===== src/rtl/bcd_to_binary_pkg.sv =====
// Shared constants and types for the BCD conversion blocks.
// The adjust threshold/value pair mirrors the binary-to-BCD block's 5/+3 rule.
package bcd_pkg;

    typedef enum logic [1:0] {
        IDLE = 2'd0,
        CONV = 2'd1,
        DONE = 2'd2
    } state_t;

    localparam logic [3:0] DIGIT_MAX  = 4'd9;
    localparam logic [3:0] ADJ_THRESH = 4'd8;
    localparam logic [3:0] ADJ_VAL    = 4'd3;

    function automatic logic digit_invalid(input logic [3:0] d);
        return (d > DIGIT_MAX);
    endfunction

endpackage


===== src/rtl/bcd_to_binary_if.sv =====
// Request/result bundle between a BCD producer and the bcd_to_binary converter.
interface bcd_to_binary_if #(
    parameter int DIGITS = 3,
    parameter int BIN_W  = 10
) ();

    logic                  start;
    logic [4*DIGITS-1:0]   bcd_in;
    logic                  busy;
    logic                  done;
    logic [BIN_W-1:0]      bin_out;
    logic                  err;

    modport master (
        output start, bcd_in,
        input  busy, done, bin_out, err
    );

    modport slave (
        input  start, bcd_in,
        output busy, done, bin_out, err
    );

endinterface


===== src/rtl/bcd_to_binary_digit_adjust.sv =====
// Single-digit correction for reverse double-dabble: digits >= 8 after a
// right shift drop by 3 (4-bit modulo, never borrows from a neighbour).
module bcd_digit_adjust
    import bcd_pkg::*;
(
    input  logic [3:0] d,
    output logic [3:0] q
);

    // Conditional subtract of the adjust value
    always_comb begin
        q = d;
        if (d >= ADJ_THRESH) begin
            q = d - ADJ_VAL;
        end else begin
            q = d;
        end
    end

endmodule


===== src/rtl/bcd_to_binary.sv =====
// Multi-cycle BCD-to-binary converter using reverse double-dabble, one
// shift per clock; invalid digits short-circuit straight to a flagged result.
module bcd_to_binary
    import bcd_pkg::*;
#(
    parameter int DIGITS = 3,
    parameter int BIN_W  = 10
) (
    input  logic             clk,
    input  logic             rst,
    bcd_to_binary_if.slave   bus
);

    localparam int BCD_W = 4 * DIGITS;
    localparam int CNT_W = $clog2(BIN_W + 1);
    localparam logic [CNT_W-1:0] CNT_LAST = CNT_W'(BIN_W - 1);

    state_t            state_r;
    state_t            state_next_s;
    logic [BCD_W-1:0]  bcd_sr_r;
    logic [BIN_W-1:0]  bin_sr_r;
    logic [CNT_W-1:0]  cnt_r;
    logic              busy_r;
    logic              done_r;
    logic [BIN_W-1:0]  bin_out_r;
    logic              err_r;

    logic [BCD_W-1:0]  bcd_shift_s;
    logic [BCD_W-1:0]  bcd_adj_s;
    logic [BIN_W-1:0]  bin_shift_s;
    logic              bad_digit_s;
    logic              load_s;
    logic              shift_s;
    logic              finish_ok_s;
    logic              finish_err_s;

    // The BCD register's LSB moves into the binary register's MSB
    assign bcd_shift_s = {1'b0, bcd_sr_r[BCD_W-1:1]};
    assign bin_shift_s = {bcd_sr_r[0], bin_sr_r[BIN_W-1:1]};

    for (genvar g = 0; g < DIGITS; g++) begin : g_adj
        bcd_digit_adjust u_adj (
            .d (bcd_shift_s[4*g +: 4]),
            .q (bcd_adj_s[4*g +: 4])
        );
    end

    // Flag any non-decimal digit in the incoming operand
    always_comb begin
        bad_digit_s = 1'b0;
        for (int i = 0; i < DIGITS; i++) begin
            bad_digit_s = bad_digit_s | digit_invalid(bus.bcd_in[4*i +: 4]);
        end
    end

    // Next-state and datapath control
    always_comb begin
        state_next_s = state_r;
        load_s       = 1'b0;
        shift_s      = 1'b0;
        finish_ok_s  = 1'b0;
        finish_err_s = 1'b0;
        case (state_r)
            IDLE: begin
                if (bus.start) begin
                    load_s = 1'b1;
                    if (bad_digit_s) begin
                        state_next_s = DONE;
                        finish_err_s = 1'b1;
                    end else begin
                        state_next_s = CONV;
                    end
                end else begin
                    state_next_s = IDLE;
                end
            end
            CONV: begin
                shift_s = 1'b1;
                if (cnt_r == CNT_LAST) begin
                    state_next_s = DONE;
                    finish_ok_s  = 1'b1;
                end else begin
                    state_next_s = CONV;
                end
            end
            DONE: begin
                state_next_s = IDLE;
            end
            default: begin
                state_next_s = IDLE;
            end
        endcase
    end

    // State, shift registers and registered outputs
    always_ff @(posedge clk) begin
        if (rst) begin
            state_r   <= IDLE;
            bcd_sr_r  <= '0;
            bin_sr_r  <= '0;
            cnt_r     <= '0;
            busy_r    <= 1'b0;
            done_r    <= 1'b0;
            bin_out_r <= '0;
            err_r     <= 1'b0;
        end else begin
            state_r <= state_next_s;
            busy_r  <= (state_next_s == CONV);
            done_r  <= (state_next_s == DONE);

            if (load_s) begin
                bcd_sr_r <= bus.bcd_in;
                bin_sr_r <= '0;
                cnt_r    <= '0;
            end else if (shift_s) begin
                bcd_sr_r <= bcd_adj_s;
                bin_sr_r <= bin_shift_s;
                cnt_r    <= cnt_r + CNT_W'(1);
            end else begin
                bcd_sr_r <= bcd_sr_r;
                bin_sr_r <= bin_sr_r;
                cnt_r    <= cnt_r;
            end

            // Result lands on the edge entering DONE so it is valid with the pulse
            if (finish_ok_s) begin
                bin_out_r <= bin_shift_s;
                err_r     <= 1'b0;
            end else if (finish_err_s) begin
                bin_out_r <= '0;
                err_r     <= 1'b1;
            end else begin
                bin_out_r <= bin_out_r;
                err_r     <= err_r;
            end
        end
    end

    assign bus.busy    = busy_r;
    assign bus.done    = done_r;
    assign bus.bin_out = bin_out_r;
    assign bus.err     = err_r;

endmodule


===== src/flat_wrapper.sv =====
// flat-port wrapper written by rule: the top's interface ports become plain ports
module bcd_to_binary_flat import bcd_pkg::*;
#(
    parameter int DIGITS = 3,
    parameter int BIN_W  = 10
)
  (clk, rst, bus_start, bus_bcd_in, bus_busy, bus_done, bus_bin_out, bus_err);
  bcd_to_binary_if #(.DIGITS(DIGITS), .BIN_W(BIN_W)) bus_i ();
  input  logic clk;
  input  logic rst;
  input wire logic [$bits(bus_i.start)-1:0] bus_start;
  input wire logic [$bits(bus_i.bcd_in)-1:0] bus_bcd_in;
  output wire logic [$bits(bus_i.busy)-1:0] bus_busy;
  output wire logic [$bits(bus_i.done)-1:0] bus_done;
  output wire logic [$bits(bus_i.bin_out)-1:0] bus_bin_out;
  output wire logic [$bits(bus_i.err)-1:0] bus_err;
  assign bus_i.start = bus_start;
  assign bus_i.bcd_in = bus_bcd_in;
  assign bus_busy = bus_i.busy;
  assign bus_done = bus_i.done;
  assign bus_bin_out = bus_i.bin_out;
  assign bus_err = bus_i.err;
  bcd_to_binary #(.DIGITS(DIGITS), .BIN_W(BIN_W)) u_core (.clk(clk), .rst(rst), .bus(bus_i));
endmodule

===== config.mk =====
export PLATFORM = sky130hd
export DESIGN_NAME = bcd_to_binary_flat
export DESIGN_NICKNAME = d
export VERILOG_FILES = /design/src/rtl/bcd_to_binary_pkg.sv /design/src/rtl/bcd_to_binary_if.sv /design/src/rtl/bcd_to_binary_digit_adjust.sv /design/src/rtl/bcd_to_binary.sv /design/src/flat_wrapper.sv
export SDC_FILE = /design/constraint.sdc
export NUM_CORES = 1
export LEC_CHECK = 0
export CAP_MARGIN = 20
export CORE_AREA = 5 5 67 69
export CTS_CLUSTER_DIAMETER = 30
export DETAILED_ROUTE_END_ITERATION = 7
export DIE_AREA = 0 0 72 74
export PLACE_DENSITY_LB_ADDON = 0.05
export SYNTH_ARGS = -nofsm -noshare
export SYNTH_HDL_FRONTEND = slang
export SYNTH_SLANG_ARGS = --single-unit

===== constraint.sdc =====
create_clock -name clk -period 4.1 [get_ports clk]
set_input_delay 0.41 -clock clk [delete_from_list [all_inputs] [get_ports clk]]
set_output_delay 0.41 -clock clk [all_outputs]
set_load 0.02 [all_outputs]

# Word level (Yosys, flattened, before mapping)
# Cells that the tools add are included.
# word_totals
register_bits	41
inputBits	15
output_inout_bits	13
wordCells	48
# op_classes
add_sub_neg	4
magnitude_cmp	6
eq_ne	4
mux	19
bitwise	2
reduce_logical	5
# ops
op	count
12-bit two-way mux	2
10-bit two-way mux	2
4-bit > comparator (second input constant)	3
4-bit two-way mux	3
4-bit >= comparator (second input constant)	2
1-bit two-way mux	8
4-bit by 2-bit subtractor with 4-bit output (second input constant)	2
2-bit two-way mux	3
4-bit by 1-bit adder with 4-bit output (second input constant)	1
2-bit by 1-bit equality test with 1-bit output (second input constant)	2
4-bit equality test (second input constant)	1
3-bit by 4-bit >= comparator with 1-bit output (second input constant)	1
2-bit case mux with 2 select lines	1
2-bit nonzero test	2
2-bit OR reduction	2
3-bit by 2-bit subtractor with 4-bit output (second input constant)	1
2-bit equality test (second input constant)	1
2-bit logical NOT	1
1-bit bitwise OR	2

# Longest topological paths before layout
# logic_depth
word_depth	8
mapped_depth	7
mapped_depth_nobuf	6

# Cells and area by module
# A second synthesis with hierarchy kept.
# unflattened
cells_unflattened	217
area_unflattened_um2	1889.3
# by_module_without_submodules
module	instances	cells_per_inst	area_per_inst_um2	seq_area_each_um2
bcd_to_binary	1	184	1660.3	800.8
bcd_digit_adjust	3	11	76.3	0.0

# Worst setup path before layout
# OpenSTA, ideal clock, no wires.
# synth_path
kind	input port to flip-flop
from	input rst
to	register u_core.bin_out_r[0] (netlist: u_core.bus.bin_out[0])
setup_time_ns	0.116
t_arrival_ns	1.374
required_time_ns	3.984
path_slack_ns	2.610
stages	4
n_path_buf	2
cell_sequence	clkbuf_1 > buf_1 > nor3b_2 > a31o_2
# synth_rtl
item	line	rtl
start, declared	flat_wrapper.sv:10	input logic rst;
end signal, assigned	bcd_to_binary.sv:127	bin_out_r <= bin_shift_s;
end signal, assigned	bcd_to_binary.sv:133	bin_out_r <= bin_out_r;
end, declared	bcd_to_binary.sv:25	logic [BIN_W-1:0] bin_out_r;

# Worst setup path after layout
# layout_path
from	register u_core.state_r[1]
to	register u_core.done_r (netlist: u_core.bus.done)
# layout_between
elab_chain_len	3
elab_cells_between_ends	4
cone_classes	2 x eq/ne; 1 x mux; 1 x reduce/logical
# layout_lines
item	line	rtl
start, declared	bcd_to_binary.sv:18	state_t state_r;
start signal, assigned	bcd_to_binary.sv:107	state_r <= state_next_s;
2-bit by 1-bit equality test with 1-bit output or 2-bit logical NOT (tied branches)	bcd_to_binary.sv:63	case (state_r)
2-bit case mux with 2 select lines (*)	bcd_to_binary.sv:63	
2-bit equality test (*)	bcd_to_binary.sv:109	done_r <= (state_next_s == DONE);
end signal, assigned	bcd_to_binary.sv:109	
end, declared	bcd_to_binary.sv:24	logic done_r;
# Every way passes the cells marked *; elsewhere a longest branch is shown, timed or not.
# A chain may end at the register's enable or synchronous reset.

==> impl_summary.log <==
INFO  metric clk_pin_slew_worst_paths = ~0.07 ns
INFO  metric worst_slew_margin_rel = between 40% and 50%
INFO  metric netlist.area_leader.share = 44.4%
INFO  metric root_buffer = sky130_fd_sc_hd__clkbuf_8
INFO  metric post-dp-hpwl = roughly 2800 µm
INFO  metric syn_avg_cell_area = between 9 and 10 µm²
INFO  metric critical-path-slowest-cell = sky130_fd_sc_hd__or3_1
INFO  metric track_usage = between 15 and 20%
INFO  metric critical_path.n_buffers_inverters = 1
INFO  metric critical_path_depth = 4
INFO  metric worstHoldPathCells = 2
INFO  metric synth.ff_latch_count = 40
INFO  metric netlist.top_cell.by_area = sky130_fd_sc_hd__dfxtp_1
INFO  metric placementRows = 23
INFO  metric post_synth_instance_area = 0.00181 mm²
INFO  metric hold_class = reg -> reg
INFO  metric crit_chain = nand2b_1 -> or3_1 -> inv_1 -> o21a_1
INFO  metric post-synth-top-count-cell = sky130_fd_sc_hd__dfxtp_1
INFO  metric critical-path-top-delay-family = simple AND/OR/NAND/NOR gates
INFO  metric period_minus_slack = around 2.4 ns
INFO  metric worst_slew_pin_slew = roughly 0.81 ns
INFO  metric number_of_nets_in_the_final_layout = between 200 and 250
INFO  metric rr_worst_depth = 4
INFO  metric postCtsSetupRepairBufs = 0
INFO  metric synth_cell_type_count = 34
INFO  metric antenna_found_initial = 0
INFO  metric dpl.cell_count = approximately 270
INFO  metric p_leak = 0.760 nW
INFO  metric worst_setup_path_end_kind = register
INFO  metric ioPinCount = 28
INFO  metric detailedRoute.firstPassIterationCount = 4
INFO  metric grt_setup_unrepaired = no
INFO  metric dieArea = between 0.005 and 0.006 mm²
INFO  metric p_sw_share = 25.4%
INFO  metric post_cts_resize_count = 0
INFO  metric worst-endpoint-arrival = between 2 and 3 ns
INFO  metric synth_enable_flop_cells = 0
INFO  metric worst_clock_skew = approximately 0.0020 ns
INFO  metric grt_first_pass_wirelength = between 6000 and 7000 µm
INFO  metric portBuffers = 27
INFO  metric cts.path.max_buffers = 2
INFO  metric cts-htree-levels = 2
INFO  metric final_replace_weighted_congestion = just under 0.8
INFO  metric yosys_warnings = 0
INFO  metric drc = 0
INFO  metric sequential_share_of_the_synthesized_area = 44.4%
INFO  metric fin_tns_setup = 0 ns
INFO  metric combPwrFrac = between 10% and 20%
INFO  metric die_w = 72 µm
INFO  metric viasPerCell = 5.31
INFO  metric core_area = ~0.0039 mm²
INFO  metric finalWorstSetupSlack = 1.75 ns
INFO  metric clock_latency_on_the_worst_skew_pair = roughly 0.28 ns
INFO  metric proportion_of_layout_cells_with_a_drive_suffix_above_1 = ~14%
INFO  metric initial_utilization = 46.8%
INFO  metric syn-instance-count = 200
INFO  metric synthArstFlopShare = 0%
INFO  metric route.detailed.wl_per_inst = 14.3 µm
INFO  metric max-vdd-ir-drop = between 0.0002 and 0.00025 V
INFO  metric drt-total-wl = roughly 4000 µm
INFO  metric p_per_area = ~360 mW/mm²
INFO  metric area_growth_syn_to_layout = 21.8%
INFO  metric n_antenna_cell = 0
INFO  metric largest_net_degree_at_the_start_of_global_routing = 27
INFO  metric critPathLaunchType = register
INFO  metric die-height = between 70 and 80 µm
INFO  metric worst_path_largest_cell_delay = ~0.73 ns
INFO  metric hold_bufs_inserted_after_cts = 0
INFO  metric grt_pass1_vias = roughly 1.4k
INFO  metric grt-ovfl-total = 0
INFO  metric internal_power = approximately 0.00058 W
INFO  metric timing.final.hold_violations = 0
INFO  metric commonest_cells_post_synth = 40 x sky130_fd_sc_hd__dfxtp_1, 24 x sky130_fd_sc_hd__nand2_1, 20 x sky130_fd_sc_hd__nor2_1
INFO  metric cap_viol_max_count = 0
INFO  metric detailedRoute.firstIterationViolations = 89
INFO  metric worstSetupPathType = reg -> reg
INFO  metric tritoncts_clock_tree = yes
INFO  metric numCtsBuffers = 5
INFO  metric seqPwrFrac = between 50% and 60%
INFO  metric power.share.clock = roughly a third
INFO  metric top_cells_by_area_synth = sky130_fd_sc_hd__dfxtp_1 44%, sky130_fd_sc_hd__nor3b_2 6.2%, sky130_fd_sc_hd__nand2_1 5.0%
INFO  metric final_worst_path_cycle_share = roughly 57%
INFO  metric synth-main-ff-cell = sky130_fd_sc_hd__dfxtp_1
INFO  metric setup_viol_count_final = 0
INFO  metric cp.required = roughly 4.3 ns
INFO  metric layoutNonFillerInstCount = ~280
INFO  metric antenna_violation_net_count_after_detailed_routing = 0
INFO  metric highest_fanout_seen_on_the_critical_path = 21
INFO  metric worst_slack_after_detailed_placement = approximately 1.7 ns
INFO  metric fmax = approximately 0.43 GHz
INFO  metric run_status = finished, final reports clean
INFO  metric synth.net_count = between 200 and 250
INFO  metric timing.hold.ws = 0.471 ns
INFO  metric p_switching = 0.000199 W
INFO  metric detailroute.via_count = around 1.5k
INFO  metric slew_violations = 0
INFO  metric clock_sink_count = 40
## worst register-to-register path, delay by kind of cell, from the launching register on
family / cells / cell delay, ns
compound gates: 1 / 0.22
buf+inv: 1 / 0.18
simple gates: 2 / 1.24
flops: 1 / 0.62
## through the flow
step	instance area [µm²]	utilization (%)	power, W
3_5_place_dp	2090	54.3	0.000525
4_1_cts	2180	56.7	0.000790
2_1_floorplan	1810	-	0.000489
3_3_place_gp	2090	54.3	0.000522
6_report	2200	57.0	0.000782
5_1_grt	2200	57.0	0.000827
## flip-flops by register name (all words and copies together) (netlist names)
| register | flops |
|---|---|
| u_core.bus.done | 1 |
| u_core.bus.busy | 1 |
| u_core.bin_sr_r | 9 |
| u_core.bcd_sr_r | 12 |
| u_core.bus.bin_out | 10 |
| u_core.state_r | 2 |
| u_core.cnt_r | 4 |
| u_core.bus.err | 1 |
## worst paths after layout
check | from | slack (ns) | end
setup / recovery | u_core.state_r[1] | 1.75 | u_core.bus.done
hold / removal | u_core.bin_sr_r[1] | 0.47 | u_core.bin_sr_r[1]
setup reg to reg | u_core.state_r[1] | 1.75 | u_core.bus.done
hold reg to reg | u_core.bin_sr_r[1] | 0.47 | u_core.bin_sr_r[1]
## logic make-up after synthesis
family / share of synthesized area [%]
adder cells (fa/ha/maj): 4.16
flip-flops: 44.4
AO/OA/AOI/OAI: 18.9
buffers and inverters: 5.27
XOR/XNOR: 3.40
AND/OR/NAND/NOR: 22.8
multiplexers: 1.11
## placed cells by master, fill, tap and decap left out, types with 2 or more instances in the layout
cell,count
sky130_fd_sc_hd__clkdlybuf4s50_1,27
sky130_fd_sc_hd__nand2_1,24
sky130_fd_sc_hd__inv_1,11
sky130_fd_sc_hd__nor2_2,2
sky130_fd_sc_hd__nor3b_2,9
sky130_fd_sc_hd__ha_1,6
sky130_fd_sc_hd__a221oi_1,4
sky130_fd_sc_hd__a21oi_1,16
sky130_fd_sc_hd__a211oi_1,4
sky130_fd_sc_hd__mux2i_1,2
sky130_fd_sc_hd__o21ai_0,4
sky130_fd_sc_hd__a22oi_1,3
sky130_fd_sc_hd__nor3b_1,5
sky130_fd_sc_hd__a31o_2,10
sky130_fd_sc_hd__a21boi_0,2
sky130_fd_sc_hd__dfxtp_1,40
sky130_fd_sc_hd__nor2_1,20
sky130_fd_sc_hd__clkbuf_8,6
sky130_fd_sc_hd__xor2_1,2
sky130_fd_sc_hd__o21a_1,2
sky130_fd_sc_hd__nand2b_1,5
sky130_fd_sc_hd__nand4_1,3
sky130_fd_sc_hd__clkinv_2,2
sky130_fd_sc_hd__nor3_1,2
sky130_fd_sc_hd__xnor2_1,5
## power groups by stage
stage	Clock, W	Combinational, W	Sequential (W)
2_1_floorplan	0	0.0000646	0.000425
3_3_place_gp	0	0.0000945	0.000428
3_5_place_dp	0	0.0000962	0.000429
4_1_cts	0.000273	0.0000971	0.000420
5_1_grt	0.000296	0.000108	0.000423
6_report	0.000263	0.0000986	0.000421
## layout make-up
type	count	area (µm²)
fill	372	1660
multi-input combinational	138	910
sequential	40	801
timing repair buffer	29	293
clock buffer	6	82.6
tap	50	62.6
inverter	11	41.3
clock inverter	2	10.0
## layer usage
| layer | routed length [µm] | part of all wire (%) | track usage [%] |
|---|---|---|---|
| met1 | 2030 | 51 | 21.2 |
| met2 | 1690 | 43 | 24.2 |
| met3 | 195 | 4.9 | 5.68 |
| met4 | 44 | 1.1 | 4.59 |
| met5 | 0 | 0 | 0 |
No activity file was read; power rests on OpenSTA's default activity.
